===== src/rtl/branch_pkg.sv =====
// Shared types and default sizes for the branch controller slice.
package branch_pkg;

    localparam int unsigned D_DEF      = 12;
    localparam int unsigned LUTW_DEF   = 4;
    localparam int unsigned SDEPTH_DEF = 4;

    // Decoded control-flow operation; codes 3'd7 and above are reserved.
    typedef enum logic [2:0] {
        BR_NONE = 3'd0,
        BR_JMP  = 3'd1,
        BR_REL  = 3'd2,
        BR_BZ   = 3'd3,
        BR_BN   = 3'd4,
        BR_CALL = 3'd5,
        BR_RET  = 3'd6
    } br_op_t;

    // Enable triple presented to the PC.
    typedef struct packed {
        logic branch_en;
        logic reljump_en;
        logic absjump_en;
    } br_en_t;

endpackage


===== src/rtl/branch_ctrl_if.sv =====
// Decoder/ALU/PC-facing bus of the branch controller.
interface branch_ctrl_if
    import branch_pkg::*;
#(
    parameter int unsigned D    = D_DEF,
    parameter int unsigned LUTW = LUTW_DEF
);
    br_op_t          br_op;
    logic [LUTW-1:0] lut_idx;
    logic [D-1:0]    prog_ctr;
    logic            flag_we;
    logic            alu_zero;
    logic            alu_neg;
    logic            lut_we;
    logic [LUTW-1:0] lut_waddr;
    logic [D-1:0]    lut_wdata;
    logic            branch_en;
    logic            reljump_en;
    logic            absjump_en;
    logic [D-1:0]    target;
    logic            stk_err;

    // Decoder / ALU / program-load side.
    modport master (
        output br_op, lut_idx, prog_ctr, flag_we, alu_zero, alu_neg,
               lut_we, lut_waddr, lut_wdata,
        input  branch_en, reljump_en, absjump_en, target, stk_err
    );

    // Branch controller side.
    modport slave (
        input  br_op, lut_idx, prog_ctr, flag_we, alu_zero, alu_neg,
               lut_we, lut_waddr, lut_wdata,
        output branch_en, reljump_en, absjump_en, target, stk_err
    );
endinterface


===== src/rtl/ret_stack.sv =====
// Call/return address stack; top of stack is readable combinationally.
module ret_stack #(
    parameter int unsigned D      = 12,
    parameter int unsigned SDEPTH = 4
) (
    input  logic         clk,
    input  logic         reset,
    input  logic         push,
    input  logic         pop,
    input  logic [D-1:0] din,
    output logic [D-1:0] dout,
    output logic         full,
    output logic         empty
);
    localparam int unsigned PW = $clog2(SDEPTH + 1);
    localparam int unsigned AW = (SDEPTH > 1) ? $clog2(SDEPTH) : 1;

    logic [PW-1:0] sp;
    logic [D-1:0]  mem [SDEPTH];

    assign full  = (sp == PW'(SDEPTH));
    assign empty = (sp == '0);
    assign dout  = empty ? '0 : mem[AW'(sp - PW'(1))];

    // Push has priority in the encoding, but the caller never asserts both.
    always_ff @(posedge clk or posedge reset) begin
        if (reset) begin
            sp <= '0;
            for (int i = 0; i < int'(SDEPTH); i++) begin
                mem[i] <= '0;
            end
        end else if (push && !full) begin
            mem[AW'(sp)] <= din;
            sp           <= sp + PW'(1);
        end else if (pop && !empty) begin
            sp <= sp - PW'(1);
        end
    end

endmodule


===== src/rtl/branch_ctrl.sv =====
// Branch controller: flag register, jump-target LUT and return stack feeding the PC.
module branch_ctrl
    import branch_pkg::*;
#(
    parameter int unsigned D      = D_DEF,
    parameter int unsigned LUTW   = LUTW_DEF,
    parameter int unsigned SDEPTH = SDEPTH_DEF
) (
    input  logic          clk,
    input  logic          reset,
    branch_ctrl_if.slave  bus
);
    localparam int unsigned LUT_N = 2 ** LUTW;

    logic         flag_z;
    logic         flag_n;
    logic [D-1:0] lut [LUT_N];
    logic [D-1:0] lut_rd;
    logic [D-1:0] stk_top;
    logic         stk_full;
    logic         stk_empty;
    logic         push_c;
    logic         pop_c;
    logic         err_set_c;
    logic         stk_err;
    br_en_t       en_c;
    logic [D-1:0] target_c;

    // Latch ALU condition flags for later branch decisions.
    always_ff @(posedge clk or posedge reset) begin
        if (reset) begin
            flag_z <= 1'b0;
            flag_n <= 1'b0;
        end else if (bus.flag_we) begin
            flag_z <= bus.alu_zero;
            flag_n <= bus.alu_neg;
        end
    end

    // Jump-target LUT: written at program load, read-before-write on collision.
    always_ff @(posedge clk or posedge reset) begin
        if (reset) begin
            for (int i = 0; i < int'(LUT_N); i++) begin
                lut[i] <= '0;
            end
        end else if (bus.lut_we) begin
            lut[bus.lut_waddr] <= bus.lut_wdata;
        end
    end

    assign lut_rd = lut[bus.lut_idx];

    ret_stack #(
        .D      (D),
        .SDEPTH (SDEPTH)
    ) u_ret_stack (
        .clk   (clk),
        .reset (reset),
        .push  (push_c),
        .pop   (pop_c),
        .din   (D'(bus.prog_ctr + D'(1))),
        .dout  (stk_top),
        .full  (stk_full),
        .empty (stk_empty)
    );

    // Decode the branch op into PC enables, target and stack actions.
    always_comb begin
        en_c      = '0;
        target_c  = '0;
        push_c    = 1'b0;
        pop_c     = 1'b0;
        err_set_c = 1'b0;
        unique case (bus.br_op)
            BR_JMP: begin
                en_c     = '{branch_en: 1'b1, reljump_en: 1'b0, absjump_en: 1'b1};
                target_c = lut_rd;
            end
            BR_REL: begin
                en_c     = '{branch_en: 1'b1, reljump_en: 1'b1, absjump_en: 1'b0};
                target_c = lut_rd;
            end
            BR_BZ: begin
                if (flag_z) begin
                    en_c     = '{branch_en: 1'b1, reljump_en: 1'b1, absjump_en: 1'b0};
                    target_c = lut_rd;
                end
            end
            BR_BN: begin
                if (flag_n) begin
                    en_c     = '{branch_en: 1'b1, reljump_en: 1'b1, absjump_en: 1'b0};
                    target_c = lut_rd;
                end
            end
            BR_CALL: begin
                if (stk_full) begin
                    err_set_c = 1'b1;
                end else begin
                    en_c     = '{branch_en: 1'b1, reljump_en: 1'b0, absjump_en: 1'b1};
                    target_c = lut_rd;
                    push_c   = 1'b1;
                end
            end
            BR_RET: begin
                if (stk_empty) begin
                    err_set_c = 1'b1;
                end else begin
                    en_c     = '{branch_en: 1'b1, reljump_en: 1'b0, absjump_en: 1'b1};
                    target_c = stk_top;
                    pop_c    = 1'b1;
                end
            end
            default: begin
                en_c     = '0;
                target_c = '0;
            end
        endcase
        if (reset) begin
            en_c     = '0;
            target_c = '0;
        end
    end

    // Sticky stack error, cleared only by reset.
    always_ff @(posedge clk or posedge reset) begin
        if (reset) begin
            stk_err <= 1'b0;
        end else if (err_set_c) begin
            stk_err <= 1'b1;
        end
    end

    assign bus.branch_en  = en_c.branch_en;
    assign bus.reljump_en = en_c.reljump_en;
    assign bus.absjump_en = en_c.absjump_en;
    assign bus.target     = target_c;
    assign bus.stk_err    = stk_err;

endmodule


===== src/flat_wrapper.sv =====
// flat-port wrapper written by rule: the top's interface ports become plain ports
module branch_ctrl_flat import branch_pkg::*;
#(
    parameter int unsigned D      = D_DEF,
    parameter int unsigned LUTW   = LUTW_DEF,
    parameter int unsigned SDEPTH = SDEPTH_DEF
)
  (clk, reset, bus_br_op, bus_lut_idx, bus_prog_ctr, bus_flag_we, bus_alu_zero, bus_alu_neg, bus_lut_we, bus_lut_waddr, bus_lut_wdata, bus_branch_en, bus_reljump_en, bus_absjump_en, bus_target, bus_stk_err);
  branch_ctrl_if #(.D(D), .LUTW(LUTW)) bus_i ();
  input  logic clk;
  input  logic reset;
  input wire logic [$bits(bus_i.br_op)-1:0] bus_br_op;
  input wire logic [$bits(bus_i.lut_idx)-1:0] bus_lut_idx;
  input wire logic [$bits(bus_i.prog_ctr)-1:0] bus_prog_ctr;
  input wire logic [$bits(bus_i.flag_we)-1:0] bus_flag_we;
  input wire logic [$bits(bus_i.alu_zero)-1:0] bus_alu_zero;
  input wire logic [$bits(bus_i.alu_neg)-1:0] bus_alu_neg;
  input wire logic [$bits(bus_i.lut_we)-1:0] bus_lut_we;
  input wire logic [$bits(bus_i.lut_waddr)-1:0] bus_lut_waddr;
  input wire logic [$bits(bus_i.lut_wdata)-1:0] bus_lut_wdata;
  output wire logic [$bits(bus_i.branch_en)-1:0] bus_branch_en;
  output wire logic [$bits(bus_i.reljump_en)-1:0] bus_reljump_en;
  output wire logic [$bits(bus_i.absjump_en)-1:0] bus_absjump_en;
  output wire logic [$bits(bus_i.target)-1:0] bus_target;
  output wire logic [$bits(bus_i.stk_err)-1:0] bus_stk_err;
  assign bus_i.br_op = bus_br_op;
  assign bus_i.lut_idx = bus_lut_idx;
  assign bus_i.prog_ctr = bus_prog_ctr;
  assign bus_i.flag_we = bus_flag_we;
  assign bus_i.alu_zero = bus_alu_zero;
  assign bus_i.alu_neg = bus_alu_neg;
  assign bus_i.lut_we = bus_lut_we;
  assign bus_i.lut_waddr = bus_lut_waddr;
  assign bus_i.lut_wdata = bus_lut_wdata;
  assign bus_branch_en = bus_i.branch_en;
  assign bus_reljump_en = bus_i.reljump_en;
  assign bus_absjump_en = bus_i.absjump_en;
  assign bus_target = bus_i.target;
  assign bus_stk_err = bus_i.stk_err;
  branch_ctrl #(.D(D), .LUTW(LUTW), .SDEPTH(SDEPTH)) u_core (.clk(clk), .reset(reset), .bus(bus_i));
endmodule

===== config.mk =====
export PLATFORM = sky130hd
export DESIGN_NAME = branch_ctrl_flat
export DESIGN_NICKNAME = d
export VERILOG_FILES = /design/src/rtl/branch_pkg.sv /design/src/rtl/branch_ctrl_if.sv /design/src/rtl/ret_stack.sv /design/src/rtl/branch_ctrl.sv /design/src/flat_wrapper.sv
export SDC_FILE = /design/constraint.sdc
export NUM_CORES = 1
export LEC_CHECK = 0
export BUFFER_PORTS_ARGS = -buffer_cell sky130_fd_sc_hd__clkbuf_2
export CAP_MARGIN = 20
export CORE_MARGIN = 2
export CORE_UTILIZATION = 65
export DETAILED_ROUTE_END_ITERATION = 8
export GPL_TIMING_DRIVEN = 1
export PLACE_DENSITY = 0.9
export SLEW_MARGIN = 20
export SYNTH_ARGS = -nofsm -noshare
export SYNTH_HDL_FRONTEND = slang
export SYNTH_SLANG_ARGS = --single-unit

===== constraint.sdc =====
create_clock -name clk -period 13.7 [get_ports clk]
set_input_delay 1.37 -clock clk [delete_from_list [all_inputs] [get_ports clk]]
set_output_delay 1.37 -clock clk [all_outputs]
set_load 0.02 [all_outputs]

==> results.json, run 1 <==
{
  "status": "finished clean",
  "worstSetupStartpointType": "register",
  "cap_violations": 0,
  "timing.critical_path.cells": "inv_1 -> ha_1 -> and3_1 -> o31ai_4 -> nand2_1 -> o211ai_1 -> clkbuf_2",
  "tritoncts.num_buffers": 26,
  "dieHeight_um": 138,
  "post_synthesis_sequential_area_ratio": 0.529,
  "fin_crit_ps": 5250,
  "layout.core_utilization": 0.738,
  "dr.pass1.iters": 5,
  "cts.reportedPaths.clkPinSlew_ps": 60,
  "max_clock_freq_mhz": 190,
  "insertion_delay_ps": 520,
  "number_of_global_route_vias_before_repair": 7878,
  "final_layout_size_suffix_gt1_frac": 0.380,
  "initial_detailed_routing_violation_count": 512,
  "synth_top_cell_by_area": "sky130_fd_sc_hd__dfrtp_1",
  "maxSlewHeadroom": 0.293,
  "postSynthNetCount": 899,
  "clk_path_buf_depth": 3,
  "ios": 57,
  "post_drt_wl_per_cell_um": 23.6,
  "yosys_register_bits": 246,
  "finish.net_count": 939,
  "cts_max_level": 1,
  "power_leakage_nw": 5.75,
  "final_min_period_over_clock_period": 0.383,
  "globalplace.congestion": 0.837,
  "cts_repair_resize_count": 0,
  "floorplan.core_area_um2": 17400,
  "drv_slew": 0,
  "grt_pass1_wl_mm": 42.7,
  "rows": 48,
  "synthMostInstantiatedCell": "sky130_fd_sc_hd__dfrtp_1",
  "finalHoldViolCount": 0,
  "ys_top_cells_by_area": "sky130_fd_sc_hd__dfrtp_1, sky130_fd_sc_hd__mux2_2, sky130_fd_sc_hd__mux4_2",
  "post-route-drc-count": 0,
  "yosys.area.top_type_share": 0.529,
  "cts_tree": "built",
  "post_drt_via_cell_ratio": 6.48,
  "yosys_warnings": 0,
  "cp.buffers_inverters": 2,
  "hp-class": "reg2reg",
  "clockRootBuffer": "sky130_fd_sc_hd__clkbuf_16",
  "synth_common_cells": "sky130_fd_sc_hd__dfrtp_1, sky130_fd_sc_hd__mux2_2, sky130_fd_sc_hd__nand2_1",
  "setup.worst_path.end_class": "primary output",
  "grt_setup_unrepaired": "no",
  "grt_max_degree": 123,
  "async_set_or_reset_register_ratio_after_synthesis": 1.00,
  "chipWidth_um": 138,
  "worstPathRequired_ps": 12330,
  "vias": 7347,
  "post_cts_hold_fix_bufs": 0,
  "design.die.area_um2": 19000,
  "fin_worst_skew_ps": 7.11,
  "gr-usage-all-layers": 0.298,
  "avgSynthCellArea_um2": 13.7,
  "setup-tns-final_ps": 0,
  "max_stage_delay_ps": 880,
  "vdd.ir_drop.worst_uv": 114,
  "cts_sinks": 246,
  "area_growth_pct": 10.3,
  "antenna_found_initial": 0,
  "worst-endpoint-arrival_ps": 3880,
  "synth-edff-count": 0,
  "antenna_left": 0,
  "path_max_fanout": 15,
  "diode_insertion_count_for_antenna_repair": 0,
  "portBuffers": 56,
  "setup_viol": 0,
  "gr-total-overflow": 0,
  "synth.lib_cells_used.distinct": 43,
  "tightestPinTransition_ps": 1060,
  "post_synth_inst_count": 852,
  "synth_flop_cell": "sky130_fd_sc_hd__dfrtp_1",
  "post-cts-setup-buffers": 0,
  "total_power_per_unit_cell_area_nw_per_um2": 173,
  "dpl_hpwl_mm": 16.8,
  "critical-path-slowest-cell": "sky130_fd_sc_hd__dfrtp_1",
  "floorplan.initialDensity": 0.668,
  "wire_length_reported_by_the_detailed_router_mm": 26.8,
  "critPathKind": "reg2out",
  "cp_top_family": "compound AO/OA/AOI/OAI gates",
  "syn-cell-area_um2": 11600
}
-- sequential cells by signal (all words and copies together), names as in the netlist --
name and flops:
u_core.flag_z 1, u_core.u_ret_stack.sp 3, u_core.u_ret_stack.mem 48, u_core.flag_n 1
u_core.bus.stk_err 1, u_core.lut 192
-- cell usage in the layout (no fill, tap or decap), types with 9 or more instances in the layout --
master	n
sky130_fd_sc_hd__a21oi_1	11
sky130_fd_sc_hd__a22oi_1	17
sky130_fd_sc_hd__buf_4	16
sky130_fd_sc_hd__clkbuf_1	11
sky130_fd_sc_hd__clkbuf_16	27
sky130_fd_sc_hd__clkbuf_2	55
sky130_fd_sc_hd__dfrtp_1	246
sky130_fd_sc_hd__mux2_2	207
sky130_fd_sc_hd__mux2i_1	37
sky130_fd_sc_hd__mux4_1	18
sky130_fd_sc_hd__mux4_2	26
sky130_fd_sc_hd__nand2_1	66
sky130_fd_sc_hd__nand3_1	21
sky130_fd_sc_hd__nor2_1	26
sky130_fd_sc_hd__o211ai_1	12
sky130_fd_sc_hd__o21ai_0	36
sky130_fd_sc_hd__xor2_1	9
-- kinds of logic after synthesis --
kind of cell / after synthesis / synth area share
xor+xnor: 12 / 0.00903
mux: 290 / 0.325
fa+ha+maj: 6 / 0.00645
simple gates: 148 / 0.0595
compound gates: 83 / 0.0437
flops: 246 / 0.529
buf+inv: 67 / 0.0276
-- per-layer routing --
layer  share of wire  track usage
met4           0.028       0.0998
met3           0.064       0.0570
met1            0.40        0.383
met5               0            0
met2            0.51        0.514
-- power breakdown --
group	internal (mW)	switching, mW
sequential	0.933	0.125
clock	0.371	0.272
combinational	0.283	0.232
-- stage by stage --
stage | total power, mW | hold WS, ps | instances | setup WS (ps) | area (um^2)
floorplan | 1.42 | 445 | 852 | 4430 | 11600
global placement | 1.53 | 456 | 1088 | 8590 | 12000
detailed placement | 1.57 | 461 | 1088 | 8430 | 12000
CTS | 2.22 | 474 | 1133 | 7930 | 12800
global route | 2.33 | 503 | 1134 | 8070 | 12800
finish | 2.22 | 470 | 1134 | 8450 | 12800
-- worst paths after layout --
check	start	slack [ps]	endpoint	cells after the start
hold / removal	u_core.bus.stk_err	470	u_core.bus.stk_err	1
max in group asynchronous	reset	11440	u_core.lut[173]	4
setup / recovery	u_core.u_ret_stack.sp[0]	8450	bus_target[4]	7
setup reg to reg	u_core.u_ret_stack.sp[0]	10800	u_core.u_ret_stack.mem[13]	5
hold reg to reg	u_core.bus.stk_err	470	u_core.bus.stk_err	1
min in group asynchronous	reset	1080	u_core.flag_n	2
-- final cells by class --
class                   count  area (um^2)
clock buffers              40          744
clock inverters             5         25.0
fillers                  1074         4570
inverters                   6         30.0
multi-input cells         539         5180
flip-flops and latches    246         6160
well taps                 225          282
repair buffers             73          428
-- worst register-to-register path: cells and delay by family, from the launching register on --
kind	cells	cell delay [ps]
adders and majority gates	1	330
buffers and inverters	1	250
DFF	1	880
muxes	1	540
and+or+nand+nor	2	800
Note: power is estimated with default switching activity, not from simulation.
==> run 2: changes to the inputs <==
--- a/config.mk
+++ b/config.mk
@@ -8,10 +8,10 @@
 export BUFFER_PORTS_ARGS = -buffer_cell sky130_fd_sc_hd__clkbuf_2
 export CAP_MARGIN = 20
 export CORE_MARGIN = 2
-export CORE_UTILIZATION = 65
+export CORE_UTILIZATION = 56
 export DETAILED_ROUTE_END_ITERATION = 8
 export GPL_TIMING_DRIVEN = 1
-export PLACE_DENSITY = 0.9
+export PLACE_DENSITY = 0.83
 export SLEW_MARGIN = 20
 export SYNTH_ARGS = -nofsm -noshare
 export SYNTH_HDL_FRONTEND = slang
==> constraint.sdc (replaced) <==
create_clock -name clk -period 4.67 [get_ports clk]
set_input_delay 0.467 -clock clk [delete_from_list [all_inputs] [get_ports clk]]
set_output_delay 0.467 -clock clk [all_outputs]
set_load 0.02 [all_outputs]
==> run 2 against run 1 <==
Setup slack worse by 7500 ps. Count of clock-buffer cells in the layout is 7 lower. Cell area is 2.0% higher. Routed wire length is 2.7% lower. Clock skew is 1.2 ps higher. Combinational power grew to 3.0 times the previous value. Clock power grew to 3.6 times the previous value. Sequential cell count stayed put. Die area is 16% higher. Via count is 0.50% lower. Utilization is 9.2 points lower. Critical path type unchanged.
==> results.json, run 2 (synthesis results as in run 1) <==
{
  "rows": 52,
  "fin_crit_ps": 3690,
  "vias": 7310,
  "largest_register_ffs": 192,
  "finalPower_mw": 6.87,
  "clk_path_buf_depth": 3,
  "clockRootBuffer": "sky130_fd_sc_hd__clkbuf_16",
  "post_cts_hold_fix_bufs": 0,
  "post-place-ws_ps": 1580,
  "depth_of_the_most_critical_reg_to_reg_path": 6,
  "wire_length_reported_by_the_detailed_router_mm": 26.1,
  "hp-class": "in2reg",
  "cts_repair_resize_count": 0,
  "insertion_delay_ps": 520,
  "dieHeight_um": 148,
  "portBuffers": 56,
  "final-instance-count-excl-fill": 1184,
  "maxSlewHeadroom": 0.342,
  "finish.net_count": 941,
  "timing.rr.start": "u_core.u_ret_stack.sp[0]",
  "total_power_per_unit_cell_area_nw_per_um2": 524,
  "tritoncts.num_buffers": 26,
  "route.top_layer_used": "met4",
  "worstSetupStartpointType": "register",
  "diode_insertion_count_for_antenna_repair": 0,
  "grt_max_degree": 186,
  "gr-usage-all-layers": 0.245,
  "fin_worst_skew_ps": 8.31,
  "cts.reportedPaths.clkPinSlew_ps": 60,
  "layout_setup_ws_ps": 984,
  "vdd.ir_drop.worst_uv": 339,
  "place.detailed.instances": 1136,
  "post-route-drc-count": 0,
  "cap_violations": 0,
  "floorplan.core_area_um2": 20300,
  "status": "finished clean",
  "post_drt_wl_per_cell_um": 22.0,
  "final_layout_size_suffix_gt1_frac": 0.393,
  "post_drt_via_cell_ratio": 6.17,
  "dpl_hpwl_mm": 16.4,
  "leading_cell_type_in_the_layout_fill_and_taps_excluded": "sky130_fd_sc_hd__dfrtp_1",
  "holdCritStartpoint": "bus_flag_we",
  "worstPathRequired_ps": 4200,
  "gr-total-overflow": 0,
  "top_register": "u_core.lut",
  "antenna_found_initial": 0,
  "initial_detailed_routing_violation_count": 671,
  "power_leakage_nw": 5.85,
  "critical_path.startpoint": "u_core.u_ret_stack.sp[0]",
  "wl_met1_mm": 11.4,
  "path_max_fanout": 15,
  "chipWidth_um": 148,
  "design.die.area_um2": 22000,
  "grt_setup_unrepaired": "no",
  "grt_pass1_wl_mm": 41.7,
  "layout.core_utilization": 0.646,
  "ios": 57,
  "biggestRegsByFlops": "u_core.lut (192), u_core.u_ret_stack.mem (48), u_core.u_ret_stack.sp (3)",
  "cts_sinks": 246,
  "tightestPinTransition_ps": 988,
  "dr.pass1.iters": 6,
  "setup_viol": 0,
  "post-cts-setup-buffers": 0,
  "worst-endpoint-arrival_ps": 3220,
  "timing.hold.worst_path_depth": 2,
  "setup.worst_path.end_class": "primary output",
  "critPathKind": "reg2out",
  "finalHoldViolCount": 0,
  "floorplan.initialDensity": 0.574,
  "antenna_left": 0,
  "final_min_period_over_clock_period": 0.789,
  "area_growth_pct": 12.6,
  "cts_max_level": 1,
  "amount_of_wire_on_met2_after_detailed_routing_mm": 12.5,
  "number_of_global_route_vias_before_repair": 7600,
  "dr_wl_met3_mm": 1.51,
  "layout.cells.most_common_list": "sky130_fd_sc_hd__dfrtp_1, sky130_fd_sc_hd__mux2_2, sky130_fd_sc_hd__nand2_1",
  "cts_tree": "built",
  "drv_slew": 0,
  "max_clock_freq_mhz": 271,
  "globalplace.congestion": 0.804
}
[run 2: cell count changes in the layout (fill, tap and decap cells not counted), sizes merged]
cell	delta
bufinv	+6
clkinv	+2
clkbuf	-7
clkinvlp	+3
buf	+2
inv	-1
[run 2: per-layer routing]
layer / GRT usage / up-vias
li1: - / 3220
met1: 0.343 / 3793
met2: 0.395 / 242
met3: 0.0423 / 55
met4: 0.0805 / 0
met5: 0 / -
[run 2: layout make-up]
| type | instances | area, um^2 |
|---|---|---|
| Fill cell | 1452 | 7190 |
| Sequential cell | 246 | 6160 |
| Multi-Input combinational cell | 539 | 5170 |
| Clock buffer | 33 | 738 |
| Timing Repair Buffer | 75 | 448 |
| Tap cell | 270 | 338 |
| Clock inverter | 15 | 230 |
| Inverter | 6 | 26.3 |
[run 2: metrics by stage]
step                hold slack [ps]  area (um^2)  TNS [ps]
finish                          167        13100         0
global route                    191        13100         0
CTS                             162        13100         0
detailed placement              469        12100         0
global placement                457        12100         0
floorplan                       445        11600    -10450
[run 2: path summary, 6_finish.rpt]
check / end / slack [ps]
max in group asynchronous: u_core.lut[108] / 2960
min: u_core.flag_z / 170
min reg2reg: u_core.u_ret_stack.mem[21] / 480
max: bus_target[11] / 980
min in group asynchronous: u_core.flag_z / 270
max reg2reg: u_core.u_ret_stack.mem[13] / 2150
[run 2: worst max-delay path: stages (launching register included)]
cell                       delay (ps)
sky130_fd_sc_hd__dfrtp_1          320
sky130_fd_sc_hd__buf_4            270
sky130_fd_sc_hd__inv_1            170
sky130_fd_sc_hd__ha_1             270
sky130_fd_sc_hd__and3_1           170
sky130_fd_sc_hd__o31ai_2          210
sky130_fd_sc_hd__buf_4            280
sky130_fd_sc_hd__nand2_1          390
sky130_fd_sc_hd__o211ai_1         400
sky130_fd_sc_hd__clkbuf_2         230
[run 2: power by group]
group          switching [mW]  leakage (nW)  internal [mW]  total (mW)
registers               0.312          3.02           2.74        3.05
logic                   0.693          2.35          0.835        1.53
clock network           0.842         0.476           1.45        2.29
total                    1.85          5.85           5.02        6.87
